--- src/rtl/inference_loader.sv ---
// Frame loader for the inference core: streams AXI-Stream words into the A, B and C operand RAMs,
// fires a one-cycle Start once the last C word is written, then holds off input until Done.
module inference_loader #(
  parameter int unsigned width        = 8,
  parameter int unsigned A_depth_bits = 9,
  parameter int unsigned B_depth_bits = 4,
  parameter int unsigned C_depth_bits = 2,
  parameter int unsigned A_words      = 448,
  parameter int unsigned B_words      = 16,
  parameter int unsigned C_words      = 3
) (
  input  logic                    clk,
  input  logic                    reset,
  input  logic [31:0]             S_AXIS_TDATA,
  input  logic                    S_AXIS_TVALID,
  input  logic                    S_AXIS_TLAST,
  output logic                    S_AXIS_TREADY,
  output logic                    A_write_en,
  output logic [A_depth_bits-1:0] A_write_address,
  output logic [width-1:0]        A_write_data_in,
  output logic                    B_write_en,
  output logic [B_depth_bits-1:0] B_write_address,
  output logic [width-1:0]        B_write_data_in,
  output logic                    C_write_en,
  output logic [C_depth_bits-1:0] C_write_address,
  output logic [width-1:0]        C_write_data_in,
  output logic                    Start,
  input  logic                    Done,
  output logic                    busy,
  output logic                    frame_error
);

  localparam int unsigned CntW = $clog2(A_words);

  typedef enum logic [2:0] {
    StIdle,
    StLoadA,
    StLoadB,
    StLoadC,
    StFire,
    StWaitDone
  } state_e;

  state_e                  state_q, state_d;
  logic [CntW-1:0]         count_q, count_d;
  logic                    busy_q, busy_d;
  logic                    frame_error_q, frame_error_d;
  logic                    start_q, start_d;
  logic                    a_we_q, a_we_d;
  logic [A_depth_bits-1:0] a_addr_q, a_addr_d;
  logic [width-1:0]        a_data_q, a_data_d;
  logic                    b_we_q, b_we_d;
  logic [B_depth_bits-1:0] b_addr_q, b_addr_d;
  logic [width-1:0]        b_data_q, b_data_d;
  logic                    c_we_q, c_we_d;
  logic [C_depth_bits-1:0] c_addr_q, c_addr_d;
  logic [width-1:0]        c_data_q, c_data_d;

  logic             loading;
  logic             xfer;
  logic [width-1:0] word;

  assign loading = (state_q == StIdle) || (state_q == StLoadA) ||
                   (state_q == StLoadB) || (state_q == StLoadC);
  // Ready is gated by reset so no word is acknowledged while the block is being cleared.
  assign S_AXIS_TREADY = loading && !reset;
  assign xfer          = S_AXIS_TVALID && S_AXIS_TREADY;
  assign word          = S_AXIS_TDATA[width-1:0];

  always_comb begin
    state_d       = state_q;
    count_d       = count_q;
    busy_d        = busy_q;
    frame_error_d = frame_error_q;
    start_d       = 1'b0;
    a_we_d        = 1'b0;
    a_addr_d      = a_addr_q;
    a_data_d      = a_data_q;
    b_we_d        = 1'b0;
    b_addr_d      = b_addr_q;
    b_data_d      = b_data_q;
    c_we_d        = 1'b0;
    c_addr_d      = c_addr_q;
    c_data_d      = c_data_q;

    unique case (state_q)
      StIdle: begin
        if (xfer) begin
          a_we_d   = 1'b1;
          a_addr_d = '0;
          a_data_d = word;
          if (S_AXIS_TLAST) begin
            // A one-word frame is always short; nothing more to load.
            frame_error_d = 1'b1;
          end else begin
            busy_d  = 1'b1;
            count_d = CntW'(1);
            state_d = StLoadA;
          end
        end
      end
      StLoadA: begin
        if (xfer) begin
          a_we_d   = 1'b1;
          a_addr_d = count_q[A_depth_bits-1:0];
          a_data_d = word;
          if (S_AXIS_TLAST) begin
            frame_error_d = 1'b1;
            busy_d        = 1'b0;
            count_d       = '0;
            state_d       = StIdle;
          end else if (count_q == CntW'(A_words - 1)) begin
            count_d = '0;
            state_d = StLoadB;
          end else begin
            count_d = count_q + CntW'(1);
          end
        end
      end
      StLoadB: begin
        if (xfer) begin
          b_we_d   = 1'b1;
          b_addr_d = count_q[B_depth_bits-1:0];
          b_data_d = word;
          if (S_AXIS_TLAST) begin
            frame_error_d = 1'b1;
            busy_d        = 1'b0;
            count_d       = '0;
            state_d       = StIdle;
          end else if (count_q == CntW'(B_words - 1)) begin
            count_d = '0;
            state_d = StLoadC;
          end else begin
            count_d = count_q + CntW'(1);
          end
        end
      end
      StLoadC: begin
        if (xfer) begin
          c_we_d   = 1'b1;
          c_addr_d = count_q[C_depth_bits-1:0];
          c_data_d = word;
          if (count_q == CntW'(C_words - 1)) begin
            // A missing TLAST on the final word is flagged but the frame is still used.
            if (!S_AXIS_TLAST) frame_error_d = 1'b1;
            count_d = '0;
            state_d = StFire;
          end else if (S_AXIS_TLAST) begin
            frame_error_d = 1'b1;
            busy_d        = 1'b0;
            count_d       = '0;
            state_d       = StIdle;
          end else begin
            count_d = count_q + CntW'(1);
          end
        end
      end
      StFire: begin
        start_d = 1'b1;
        state_d = StWaitDone;
      end
      StWaitDone: begin
        if (Done) begin
          busy_d  = 1'b0;
          state_d = StIdle;
        end
      end
      default: begin
        state_d = StIdle;
        count_d = '0;
        busy_d  = 1'b0;
      end
    endcase
  end

  always_ff @(posedge clk) begin
    if (reset) begin
      state_q       <= StIdle;
      count_q       <= '0;
      busy_q        <= 1'b0;
      frame_error_q <= 1'b0;
      start_q       <= 1'b0;
      a_we_q        <= 1'b0;
      a_addr_q      <= '0;
      a_data_q      <= '0;
      b_we_q        <= 1'b0;
      b_addr_q      <= '0;
      b_data_q      <= '0;
      c_we_q        <= 1'b0;
      c_addr_q      <= '0;
      c_data_q      <= '0;
    end else begin
      state_q       <= state_d;
      count_q       <= count_d;
      busy_q        <= busy_d;
      frame_error_q <= frame_error_d;
      start_q       <= start_d;
      a_we_q        <= a_we_d;
      a_addr_q      <= a_addr_d;
      a_data_q      <= a_data_d;
      b_we_q        <= b_we_d;
      b_addr_q      <= b_addr_d;
      b_data_q      <= b_data_d;
      c_we_q        <= c_we_d;
      c_addr_q      <= c_addr_d;
      c_data_q      <= c_data_d;
    end
  end

  assign A_write_en      = a_we_q;
  assign A_write_address = a_addr_q;
  assign A_write_data_in = a_data_q;
  assign B_write_en      = b_we_q;
  assign B_write_address = b_addr_q;
  assign B_write_data_in = b_data_q;
  assign C_write_en      = c_we_q;
  assign C_write_address = c_addr_q;
  assign C_write_data_in = c_data_q;
  assign Start           = start_q;
  assign busy            = busy_q;
  assign frame_error     = frame_error_q;

endmodule

--- config.mk ---
export PLATFORM = sky130hd
export DESIGN_NAME = inference_loader
export DESIGN_NICKNAME = d
export VERILOG_FILES = /design/src/rtl/inference_loader.sv
export SDC_FILE = /design/constraint.sdc
export NUM_CORES = 1
export LEC_CHECK = 0
export BUFFER_PORTS_ARGS = -buffer_cell sky130_fd_sc_hd__buf_2
export CAP_MARGIN = 20
export CORE_MARGIN = 1
export CORE_UTILIZATION = 33
export DETAILED_ROUTE_END_ITERATION = 10
export GPL_TIMING_DRIVEN = 1
export PLACE_DENSITY = 0.69
export SLEW_MARGIN = 0
export SYNTH_ARGS = -nofsm -noshare
export SYNTH_HDL_FRONTEND = slang
export SYNTH_SLANG_ARGS = --single-unit
--- constraint.sdc ---
create_clock -name clk -period 4.7 [get_ports clk]
set_input_delay 0 -clock clk [delete_from_list [all_inputs] [get_ports clk]]
set_output_delay 0 -clock clk [all_outputs]
set_load 0.01 [all_outputs]
---- Word-level counts from Yosys, hierarchy flattened ----
Cells that the tools add are included.
Widths: inputs -> output; s select.
word-level totals
  bits in registers ....................... 57
  input bits .............................. 37
  output and inout port bits .............. 46
  word-level logic and storage cells ...... 108
operators by class
  $add $sub $neg .......................... 1
  eq/ne operators ......................... 21
  multiplexer cells ....................... 43
  bitwise gates (word level) .............. 5
  reductions and logical operators ........ 24
operators with widths
  operator             number
  $mux 9               13
  $pmux 9 s5           1
  $mux 3               12
  $pmux 3 s6           1
  $pmux 9 s2           1
  $ne 2x2->1 const B   7
  $mux 1               13
  $reduce_or 2->1      6
  $add 9x1->9 const B  1
  $eq 9x2->1 const B   1
  $eq 9x4->1 const B   1
  $eq 9x9->1 const B   1
  $ne 3x2->1 const B   3
  $reduce_and 9->1     1
  $reduce_and 7->1     1
  $eq 3x2->1 const B   2
  $eq 3x3->1 const B   2
  $reduce_and 2->1     3
  $reduce_and 6->1     1
  $not 1->1            5
  $pmux 1 s5           1
  $ne 2x1->1 const B   2
  $reduce_and 4->1     1
  $reduce_bool 2->1    2
  other kinds (9)      12

---- Logic depth before layout (Yosys ltp) ----
Gate-level depths: netlist of run 1.
  depth after elaboration ................. 8
  depth in mapped cells ................... 7
  mapped depth without buffers ............ 7

---- Worst setup path after synthesis of run 1 ----
Ideal clock, no wire load.
  path type ............................... flip-flop to flip-flop
  start ................................... register state_q[2]
  end ..................................... register count_q[5]
  setup time .............................. 0.074 ns
  data arrival time ....................... 1.846 ns
  data required time ...................... 4.626 ns
  slack ................................... 2.780 ns
  cell stages (with the launch flop) ...... 6
  period minus slack after synthesis ...... 1.920 ns
  cell sequence ........................... dfxtp_1 or4b_1 a41o_1 o21a_1 or4_1 a31oi_1
on the way
  longest elaborated chain between the ends .. 8
  elaborated cells on any way between the ends .. 20
  those cells by class .................... 10 x eq/ne; 1 x mux; 1 x bitwise; 8 x reduce/logical
ends and longest elaborated chain
  item                                           RTL line  RTL
  start: declaration                             44        state_e state_q, state_d;
  start signal: assignment                       178       state_q <= StIdle;
  start signal: assignment                       193       state_q <= state_d;
  $eq 3x1->1 or $logic_not 3->1 (tied branches)  63, 86
  $logic_or 1x1->1 (2 in a row)                  63        assign loading = (state_q == StIdle) || (state_q == StLoadA) ||
  $logic_or 1x1->1                               64        (state_q == StLoadB) || (state_q == StLoadC);
  $logic_and 1x1->1                              66        assign S_AXIS_TREADY = loading && !reset;
  $logic_and 1x1->1                              67        assign xfer = S_AXIS_TVALID && S_AXIS_TREADY;
  $ne 2x2->1 (no line)                           --
  $reduce_and 6->1 (no line)                     --
  end signal: assignment                         194       count_q <= count_d;
  end: declaration                               45        logic [CntW-1:0] count_q, count_d;
Several ways; a longest one is shown, not always the timed one.
A chain may end at the register's enable or synchronous reset.

---- Final worst setup path of run 1 ----
  start ................................... register count_q[1]
  end ..................................... register frame_error_q (netlist: frame_error)
on the way
  longest elaborated chain between the ends .. 4
  elaborated cells on any way between the ends .. 6
  those cells by class .................... 2 x eq/ne; 3 x mux; 1 x reduce/logical
ends and longest elaborated chain
  item                    RTL line  RTL
  $eq 9x2->1 *            143       if (count_q == CntW'(C_words - 1)) begin
  $mux 1                  143
  $mux 1                  139       if (xfer) begin
  $pmux 1 s2              86        unique case (state_q)
  end signal: assignment  196       frame_error_q <= frame_error_d;
  end: declaration        47        logic frame_error_q, frame_error_d;
Every way passes the cells marked *; elsewhere a longest branch is shown, timed or not. The select of a mux whose other input is x is not followed.

==> run_results.csv, run 1 <==
group,metric,value,unit
status,outcome,"completed",
sta,tns,0,ns
sta,rsz0062_at_grt,"no",
floorplan,die_width,85.41,µm
worst_setup_path,cpPeakStageDelay,0.66,ns
layout,area_delta_synth_final,24.85,%
layout,final_nets,388,
drt,via_per_inst,5.278,
worst_setup_path,ff2ff_setup_slack,2.44,ns
sta,worst_pin_slew,0.8863,ns
synthesis,ys_seq_area_frac,0.4970,
placement,hpwlAfterDp,4009,µm
grt,grt_max_degree,51,
sta,hold-worst-slack,0.06397,ns
drt,wl,6021,µm
floorplan,ioPinCount,83,
worst_setup_path,r2r_cells,6,
sta,min_period,2.260,ns
synthesis,synth.avg_cell_area,8.028,µm²
grt,grtUsageTotal,0.1699,
floorplan,start_util,0.3398,
pwr,combPwrFrac,0.068,
layout,drive_above_1_share,0.2080,
synthesis,synth_edf_count,0,
drt,wire_per_inst,13.97,µm
placement,pre_cts_ws,2.273,ns
cts,cts_max_path_buffers,2,
drt,first_pass_iters,5,
pwr,seq_power_share,0.533,
sta,fin_ws,2.440,ns
synthesis,synth_nets,325,
pwr,power_frac_clock,0.399,
worst_setup_path,critical_path.max_fanout,7,
grt,grt_pass1_vias,2027,
worst_setup_path,path_class,"reg2reg",
cts,htree_levels,3,
pwr,p_switching,224.4,µW
drt,num_vias,2275,
worst_setup_path,r2r-end,"frame_error",
pwr,intPower,710.2,µW
drt,final_antenna_net_count,0,
worst_setup_path,start_kind,"flop",
synthesis,synth.yosys.warnings,0,
layout,layout_commonest_cell,"nand2_1",
placement,port_buffers,58,
floorplan,core,6756,µm²
drt,drcViolationCount,0,
synthesis,synth.area.top_cells,"dfxtp_1 (50%), nand2_1 (12%), a21oi_1 (7.8%)",
drt,dr.first_iter.drc_count,223,
drt,wl_met3,355,µm
placement,gp_congestion,0.8511,
sta,fmax,0.4424,GHz
grt,grt_pass1_wl,9770,µm
synthesis,yosys.area.top_type_share,0.4970,
synthesis,ys_seq_elements,57,
synthesis,synth-async-reset-ratio,0,
worst_setup_path,critPathArrivalTime,2.45,ns
cts,cts_resized,0,
pwr,peakVddDrop,134.8,µV
sta,timing.final.crit_share,0.4809,
hold_path,hp-start,"Done",
layout,nFillCells,683,
drt,wl_met1,2774,µm
cts,postCtsSetupBuffers,0,
cts,root_buffer,"clkbuf_8",
sta,slew_violations,0,
grt,gr-total-overflow,0,
hold_path,hold_depth,4,
synthesis,synthFlopType,"dfxtp_1",
pwr,netSwitchingFraction,0.2401,
sta,finClkSkew,0.01000,ns
floorplan,rows,30,
sta,hold_viol,0,
synthesis,yosysUniqueCellTypes,41,
drt,route.met2.wl,2818,µm
pwr,power_leakage,1.170,nW
worst_setup_path,cp_slowest_cell,"nor4_1",
sta,maxSlewHeadroom,0.4091,
layout,fin_util,0.4243,
layout,mostFrequentLayoutCells,"nand2_1 (71), buf_2 (58), dfxtp_1 (57)",
drt,top_layer_used,"met4",
flow_run,cap_violations,0,
synthesis,syn_area,2296,µm²
hold_path,hold_path_class,"in2reg",
worst_setup_path,r2r-start,"count_q[1]",
cts,numCtsBuffers,9,
cts,tritoncts,"built",
synthesis,netlist_instances,286,
grt,grt_antenna_before_repair,0,
cts,clk_pin_slew,0.07,ns
floorplan,die_h,85.41,µm
pwr,power_density,326.1,nW/µm²
cts,cts_sinks,57,
pwr,p_total,934.6,µW
cts,clock_latency,0.34,ns
floorplan,dieArea,7295,µm²
worst_setup_path,crit_path_cell_trace,"ha_1 -> or4bb_1 -> nor4_1 -> xor2_1 -> a21oi_1 -> nor2_1",
synthesis,yosysTopAreaCell,"dfxtp_1",
layout,antenna_cells,0,
worst_setup_path,worst_ep_required_time,4.89,ns
sta,setup_viol,0,
worst_setup_path,end_kind,"flop",
hold_path,min_to,"state_q[2]",
[cell families after synthesis]
group | after synthesis | share of synthesized area
buffers and inverters | 25 | 0.04141
xor gates and xnor gates | 2 | 0.007631
muxes | 2 | 0.008720
AOI/OAI and AO/OA | 75 | 0.1978
DFF | 57 | 0.4970
and+or+nand+nor | 123 | 0.2365
adders and majority gates | 2 | 0.01090
[power groups by stage]
stage,Clock (mW),Sequential [mW],Combinational [mW]
after detailed placement,0,0.508,0.0572
after global routing,0.402,0.498,0.0703
after CTS,0.381,0.497,0.0627
after global placement,0,0.508,0.0561
final,0.373,0.498,0.0637
after floorplan,0,0.508,0.0335
[repair_timing]
item / 4_1_cts / 5_1_grt
endpoints found under the hold margin: 24 / 0
setup endpoints to repair: 0 / 0
hold buffers: 8 / 0
[worst max-delay path by stage]
stage / start / end / slack, ns
2_1_floorplan: state_q[2] / count_q[5] / 2.78
5_1_grt: state_q[0] / count_q[3] / 2.27
4_1_cts: state_q[0] / count_q[5] / 2.49
6_report: count_q[1] / frame_error / 2.44
3_5_place_dp: reset / A_write_data_in[4] / 2.27
3_3_place_gp: reset / A_write_data_in[7] / 2.30
[sequential cells by signal, summed over array words and instances (netlist names), 2 cells and up]
signal and cells:
A_write_data_in 8, B_write_data_in 8, count_q 9, A_write_address 9, state_q 3, B_write_address 4, C_write_address 2, C_write_data_in 8
[Yosys cell counts (2+ instances only)]
| library cell | n |
|---|---|
| nand3_1 | 9 |
| a21oi_1 | 36 |
| o22ai_1 | 2 |
| nor3_1 | 4 |
| mux2i_1 | 2 |
| a211oi_1 | 2 |
| o311ai_0 | 2 |
| a22oi_1 | 9 |
| and2_1 | 2 |
| nor2_1 | 19 |
| nand2b_1 | 2 |
| inv_1 | 9 |
| ha_1 | 2 |
| o21a_1 | 2 |
| or4_1 | 2 |
| or2_2 | 2 |
| a31oi_1 | 6 |
| a21o_1 | 2 |
| clkbuf_1 | 13 |
| o21ai_0 | 8 |
| nor2b_1 | 3 |
| dfxtp_1 | 57 |
| nand4_1 | 3 |
| nand2_1 | 71 |
[through the flow]
step / area (µm²) / instances
floorplan: 2296 / 286
global route: 2867 / 431
detailed placement: 2636 / 410
CTS: 2867 / 431
global placement: 2636 / 410
finish: 2867 / 431
[layer usage]
layer / global-route usage / vias up
li1: - / 1114
met1: 0.2213 / 1059
met2: 0.2618 / 94
met3: 0.05545 / 8
met4: 0.06364 / 0
met5: 0 / -
[cell type report]
cell class,instances,area [µm²],share of cell area
flip-flops and latches,57,1141,0.3981
multi-input cells,204,1060,0.3697
repair buffers,67,377.9,0.1318
clock buffers,12,145.1,0.05063
well taps,80,100.1,0.03492
inverters,10,37.54,0.01309
clock inverters,1,5.005,0.001746
[critical path: cells and delay by family (launching register included)]
family | cells | cell delay [ns]
fa+ha+maj | 1 | 0.20
flops | 1 | 0.48
simple gates | 3 | 1.14
xor+xnor | 1 | 0.13
compound gates | 1 | 0.18
(Power assumes the default switching activity.)
==> run 2, diff against run 1 <==
PLACE_DENSITY = 0.71   (was 0.69)
clock period = 1.9 ns   (was 4.7 ns; I/O delays follow)
==> run 2 against run 1 <==
  * The run now ends with negative setup slack left
  * Critical path depth up 2
  * First-iteration DRC count decreased by 15%
  * Maximum frequency increased by 16%
  * Flip-flop and latch count unchanged
  * Final cell count grew 7.2%
  * Critical endpoint is now state_q[0]
  * Wire length grew 3.4%
==> run_results.csv, run 2 (synthesis results as in run 1) <==
group,metric,value,unit
worst_setup_path,start_kind,"flop",
pwr,intPower,2.049,mW
placement,gp_congestion,0.8507,
sta,setup_viol,1,
sta,hold_viol,0,
layout,antenna_cells,0,
sta,min_period,1.944,ns
grt,grt_pass1_wl,10120,µm
sta,finClkSkew,0.004421,ns
pwr,p_switching,577.9,µW
pwr,power_density,810.1,nW/µm²
layout,mostFrequentLayoutCells,"nand2_1 (70), buf_2 (58), dfxtp_1 (53)",
status,violations,"negative setup slack",
sta,worst_pin_slew,0.5793,ns
cts,cts_max_path_buffers,2,
layout,final_nets,417,
grt,grtUsageTotal,0.1760,
drt,wl,6227,µm
flow_run,cap_violations,0,
floorplan,die_h,85.41,µm
cts,clk_pin_slew,0.06,ns
floorplan,start_util,0.3398,
drt,drcViolationCount,0,
floorplan,die_width,85.41,µm
worst_setup_path,worst_ep_required_time,2.16,ns
grt,gr-total-overflow,0,
sta,fmax,0.5145,GHz
layout,stdcell_area,3243,µm²
drt,via_per_inst,5.026,
grt,grt_antenna_before_repair,0,
grt,grt_max_degree,30,
sta,tns,-0.04353,ns
placement,hpwlAfterDp,4361,µm
worst_setup_path,critPathArrivalTime,2.20,ns
sta,fin_ws,-0.04353,ns
placement,pre_cts_ws,-0.1635,ns
cts,tritoncts,"built",
drt,num_vias,2322,
placement,port_buffers,58,
cts,clock_latency,0.33,ns
hold_path,hold_path_class,"in2reg",
sta,maxSlewHeadroom,0.6138,
sta,rsz0062_at_grt,"yes",
floorplan,dieArea,7295,µm²
cts,htree_levels,3,
sta,hold-worst-slack,0.1116,ns
pwr,netSwitchingFraction,0.2200,
pwr,combPwrFrac,0.083,
worst_setup_path,critical_path.max_fanout,3,
drt,wire_per_inst,13.48,µm
pwr,peakVddDrop,546.9,µV
cts,cts_sinks,57,
sta,slew_violations,0,
layout,nFillCells,627,
layout,layout_commonest_cell,"nand2_1",
floorplan,core,6756,µm²
cts,root_buffer,"clkbuf_8",
layout,fin_util,0.4800,
drt,first_pass_iters,4,
drt,final_antenna_net_count,0,
grt,grt_pass1_vias,2080,
worst_setup_path,path_class,"reg2reg",
drt,dr.first_iter.drc_count,189,
status,outcome,"complete, but fails checks",
layout,area_delta_synth_final,41.25,%
cts,numCtsBuffers,9,
placement,dpl-instance-area,2826,µm²
layout,drive_above_1_share,0.3168,
floorplan,rows,30,
pwr,power_frac_clock,0.451,
pwr,seq_power_share,0.466,
sta,timing.final.crit_share,1.023,
pwr,power_leakage,1.377,nW
floorplan,ioPinCount,83,
worst_setup_path,end_kind,"flop",
## run 2: worst paths after layout
kind | start | end | slack (ns) | cells after the start
max | count_q[0] | state_q[0] | -0.04 | 8
min | Done | state_q[2] | 0.11 | 4
max reg2reg | count_q[0] | state_q[0] | -0.04 | 8
min reg2reg | A_write_data_in[5] | A_write_data_in[5] | 0.45 | 2
## run 2: power by group through the flow
stage                     Sequential, mW  Combinational [mW]  Clock, mW
final                               1.22               0.218       1.19
after global routing                1.23               0.238       1.27
after CTS                           1.22               0.196       1.20
after detailed placement            1.25               0.180          0
after global placement              1.25               0.180          0
after floorplan                     1.26              0.0829          0
## run 2: per-stage QoR
step / cells / power, mW
floorplan: 286 / 1.338
global placement: 435 / 1.427
detailed placement: 435 / 1.428
CTS: 458 / 2.623
global route: 462 / 2.728
finish: 462 / 2.627
## run 2: timing repair
item,CTS,global route
pin swaps,3,13
buffers inserted,0,3
endpoints found under the setup margin,11,13
endpoints found under the hold margin,24,0
hold buffers,8,0
cloned,0,1
resized for setup,5,19
## run 2: critical path, cell delays in order, from the launching register on
cell and delay [ns]:
dfxtp_2 0.34, inv_2 0.07, ha_4 0.11, or4bb_4 0.47, a211oi_4 0.30, o21a_1 0.19, buf_6 0.11, o2111ai_2 0.12
a21oi_1 0.16
## run 2: final cells by class
| cell class | instances | area [µm²] | share of cell area |
|---|---|---|---|
| Clock inverter | 2 | 35.03 | 0.01080 |
| Timing Repair Buffer | 95 | 595.6 | 0.1836 |
| Inverter | 10 | 37.54 | 0.01157 |
| Clock buffer | 13 | 178.9 | 0.05517 |
| Multi-Input combinational cell | 205 | 1147 | 0.3538 |
| Sequential cell | 57 | 1149 | 0.3542 |
| Tap cell | 80 | 100.1 | 0.03086 |
## run 2: layer usage
metal / global-route usage / up-vias / part of all wire
li1: - / 1171 / -
met1: 0.2483 / 1082 / 0.48
met2: 0.2596 / 61 / 0.45
met3: 0.04572 / 8 / 0.061
met4: 0.06061 / 0 / 0.011
met5: 0 / - / 0
==> run 3, diff against run 2 <==
RECOVER_POWER = 25   (was default)
==> run 3 against run 2 <==
  * The run still ends with negative setup slack left
  * Design area is 0.89% lower
  * Non-clock buffer count stayed put
  * Clock power hardly changed
  * Maximum frequency hardly changed
==> run_results.csv, run 3 (synthesis results as in run 1) <==
group,metric,value,unit
floorplan,die_width,85.41,µm
pwr,peakVddDrop,546.7,µV
layout,nFillCells,640,
cts,htree_levels,3,
floorplan,rows,30,
flow_run,cap_violations,0,
sta,worst_pin_slew,0.5782,ns
drt,drcViolationCount,0,
worst_setup_path,critPathArrivalTime,2.20,ns
placement,pre_cts_ws,-0.1635,ns
layout,regArea,1149,µm²
sta,setup_viol,1,
layout,area_delta_synth_final,40.00,%
pwr,p_total,2.626,mW
floorplan,start_util,0.3398,
grt,grt_pass1_wl,10120,µm
worst_setup_path,cp_slowest_cell,"or4bb_4",
layout,antenna_cells,0,
grt,gr-total-overflow,0,
pwr,intPower,2.048,mW
worst_setup_path,crit_path_cell_trace,"inv_2 -> ha_4 -> or4bb_4 -> a211oi_4 -> o21a_1 -> buf_6 -> o2111ai_2 -> a21oi_1",
cts,cts_max_path_buffers,2,
pwr,seq_power_share,0.466,
sta,finClkSkew,0.004543,ns
sta,hold-worst-slack,0.1124,ns
worst_setup_path,critPathTopFamily,"compound AO/OA/AOI/OAI gates",
pwr,power_leakage,1.277,nW
drt,num_vias,2322,
cts,cts_sinks,57,
worst_setup_path,path_class,"reg2reg",
grt,grt_pass1_vias,2080,
placement,gp_congestion,0.8507,
worst_setup_path,critical_path.max_fanout,3,
pwr,power_frac_clock,0.452,
sta,tns,-0.04352,ns
layout,fin_util,0.4757,
cts,numCtsBuffers,9,
cts,tritoncts,"built",
layout,layout_commonest_cell,"nand2_1",
hold_path,hold_path_class,"in2reg",
drt,first_pass_iters,5,
pwr,combPwrFrac,0.082,
grt,grtUsageTotal,0.1760,
sta,fin_ws,-0.04352,ns
worst_setup_path,crit_buf_inv,2,
pwr,power_density,816.8,nW/µm²
placement,port_buffers,58,
grt,met1_usage,0.2483,
layout,drive_above_1_share,0.2565,
cts,clock_latency,0.33,ns
cts,root_buffer,"clkbuf_8",
placement,dpl-instance-area,2826,µm²
sta,hold_viol,0,
floorplan,dieArea,7295,µm²
sta,min_period,1.944,ns
drt,via_per_inst,5.026,
grt,grt_max_degree,30,
drt,dr.first_iter.drc_count,180,
layout,mostFrequentLayoutCells,"nand2_1 (70), dfxtp_1 (53), a21oi_1 (36)",
worst_setup_path,worst_ep_required_time,2.16,ns
drt,wire_per_inst,13.54,µm
worst_setup_path,start_kind,"flop",
drt,final_antenna_net_count,0,
floorplan,core,6756,µm²
placement,hpwlAfterDp,4361,µm
worst_setup_path,end_kind,"flop",
status,outcome,"complete, but fails checks",
sta,maxSlewHeadroom,0.6146,
placement,dp.cells,435,
grt,grt_antenna_before_repair,0,
pwr,netSwitchingFraction,0.2202,
worst_setup_path,cpPeakStageDelay,0.47,ns
layout,stdcell_count,462,
layout,stdcell_area,3214,µm²
floorplan,ioPinCount,83,
status,violations,"negative setup slack",
sta,slew_violations,0,
sta,rsz0062_at_grt,"yes",
sta,timing.final.crit_share,1.023,
cts,clk_pin_slew,0.06,ns
drt,wl,6254,µm
floorplan,die_h,85.41,µm
layout,final_nets,417,
grt,use_met2,0.2596,
sta,fmax,0.5145,GHz
grt,top_usage_layer,"met2",
layout,multi_input_area,1147,µm²
grt,grtUsageMet3,0.04572,
pwr,p_switching,578.0,µW
==> run 3: power by group through the flow <==
stage	clock, mW	combinational, mW	sequential [mW]
after floorplan	0	0.0829	1.26
after global placement	0	0.180	1.25
after detailed placement	0	0.180	1.25
after CTS	1.20	0.196	1.22
after global routing	1.27	0.236	1.23
final	1.19	0.216	1.22
==> run 3: worst reg2reg max path, cell delays in order, from the launching register on <==
cell and delay (ns):
dfxtp_2 0.34, inv_2 0.07, ha_4 0.11, or4bb_4 0.47, a211oi_4 0.30, o21a_1 0.19
buf_6 0.11, o2111ai_2 0.12, a21oi_1 0.16
==> run 3: path summary, 6_finish.rpt <==
check | startpoint | to | slack, ns | cells past startpoint
setup / recovery | count_q[0] | state_q[0] | -0.04 | 8
hold / removal | Done | state_q[2] | 0.11 | 4
setup reg to reg | count_q[0] | state_q[0] | -0.04 | 8
hold reg to reg | A_write_data_in[3] | A_write_data_in[3] | 0.45 | 2
==> run 3: layout make-up <==
cell class                      count  area share
Timing Repair Buffer               95      0.1763
Clock inverter                      2     0.01090
Sequential cell                    57      0.3573
Inverter                           10     0.01168
Tap cell                           80     0.03114
Multi-Input combinational cell    205      0.3569
Clock buffer                       13     0.05566
==> run 3: what timing repair did <==
item,in CTS,in global routing
endpoints found under the setup margin,11,13
hold buffers,8,0
endpoints found under the hold margin,24,0
setup buffers,0,3
resized for setup,5,19
cloned,0,1
pin swaps,3,13
==> run 3: routing by layer <==
layer / share of wire / up-vias
met5: 0 / -
met4: 0.011 / 0
met3: 0.052 / 8
met2: 0.45 / 62
met1: 0.49 / 1083
li1: - / 1169
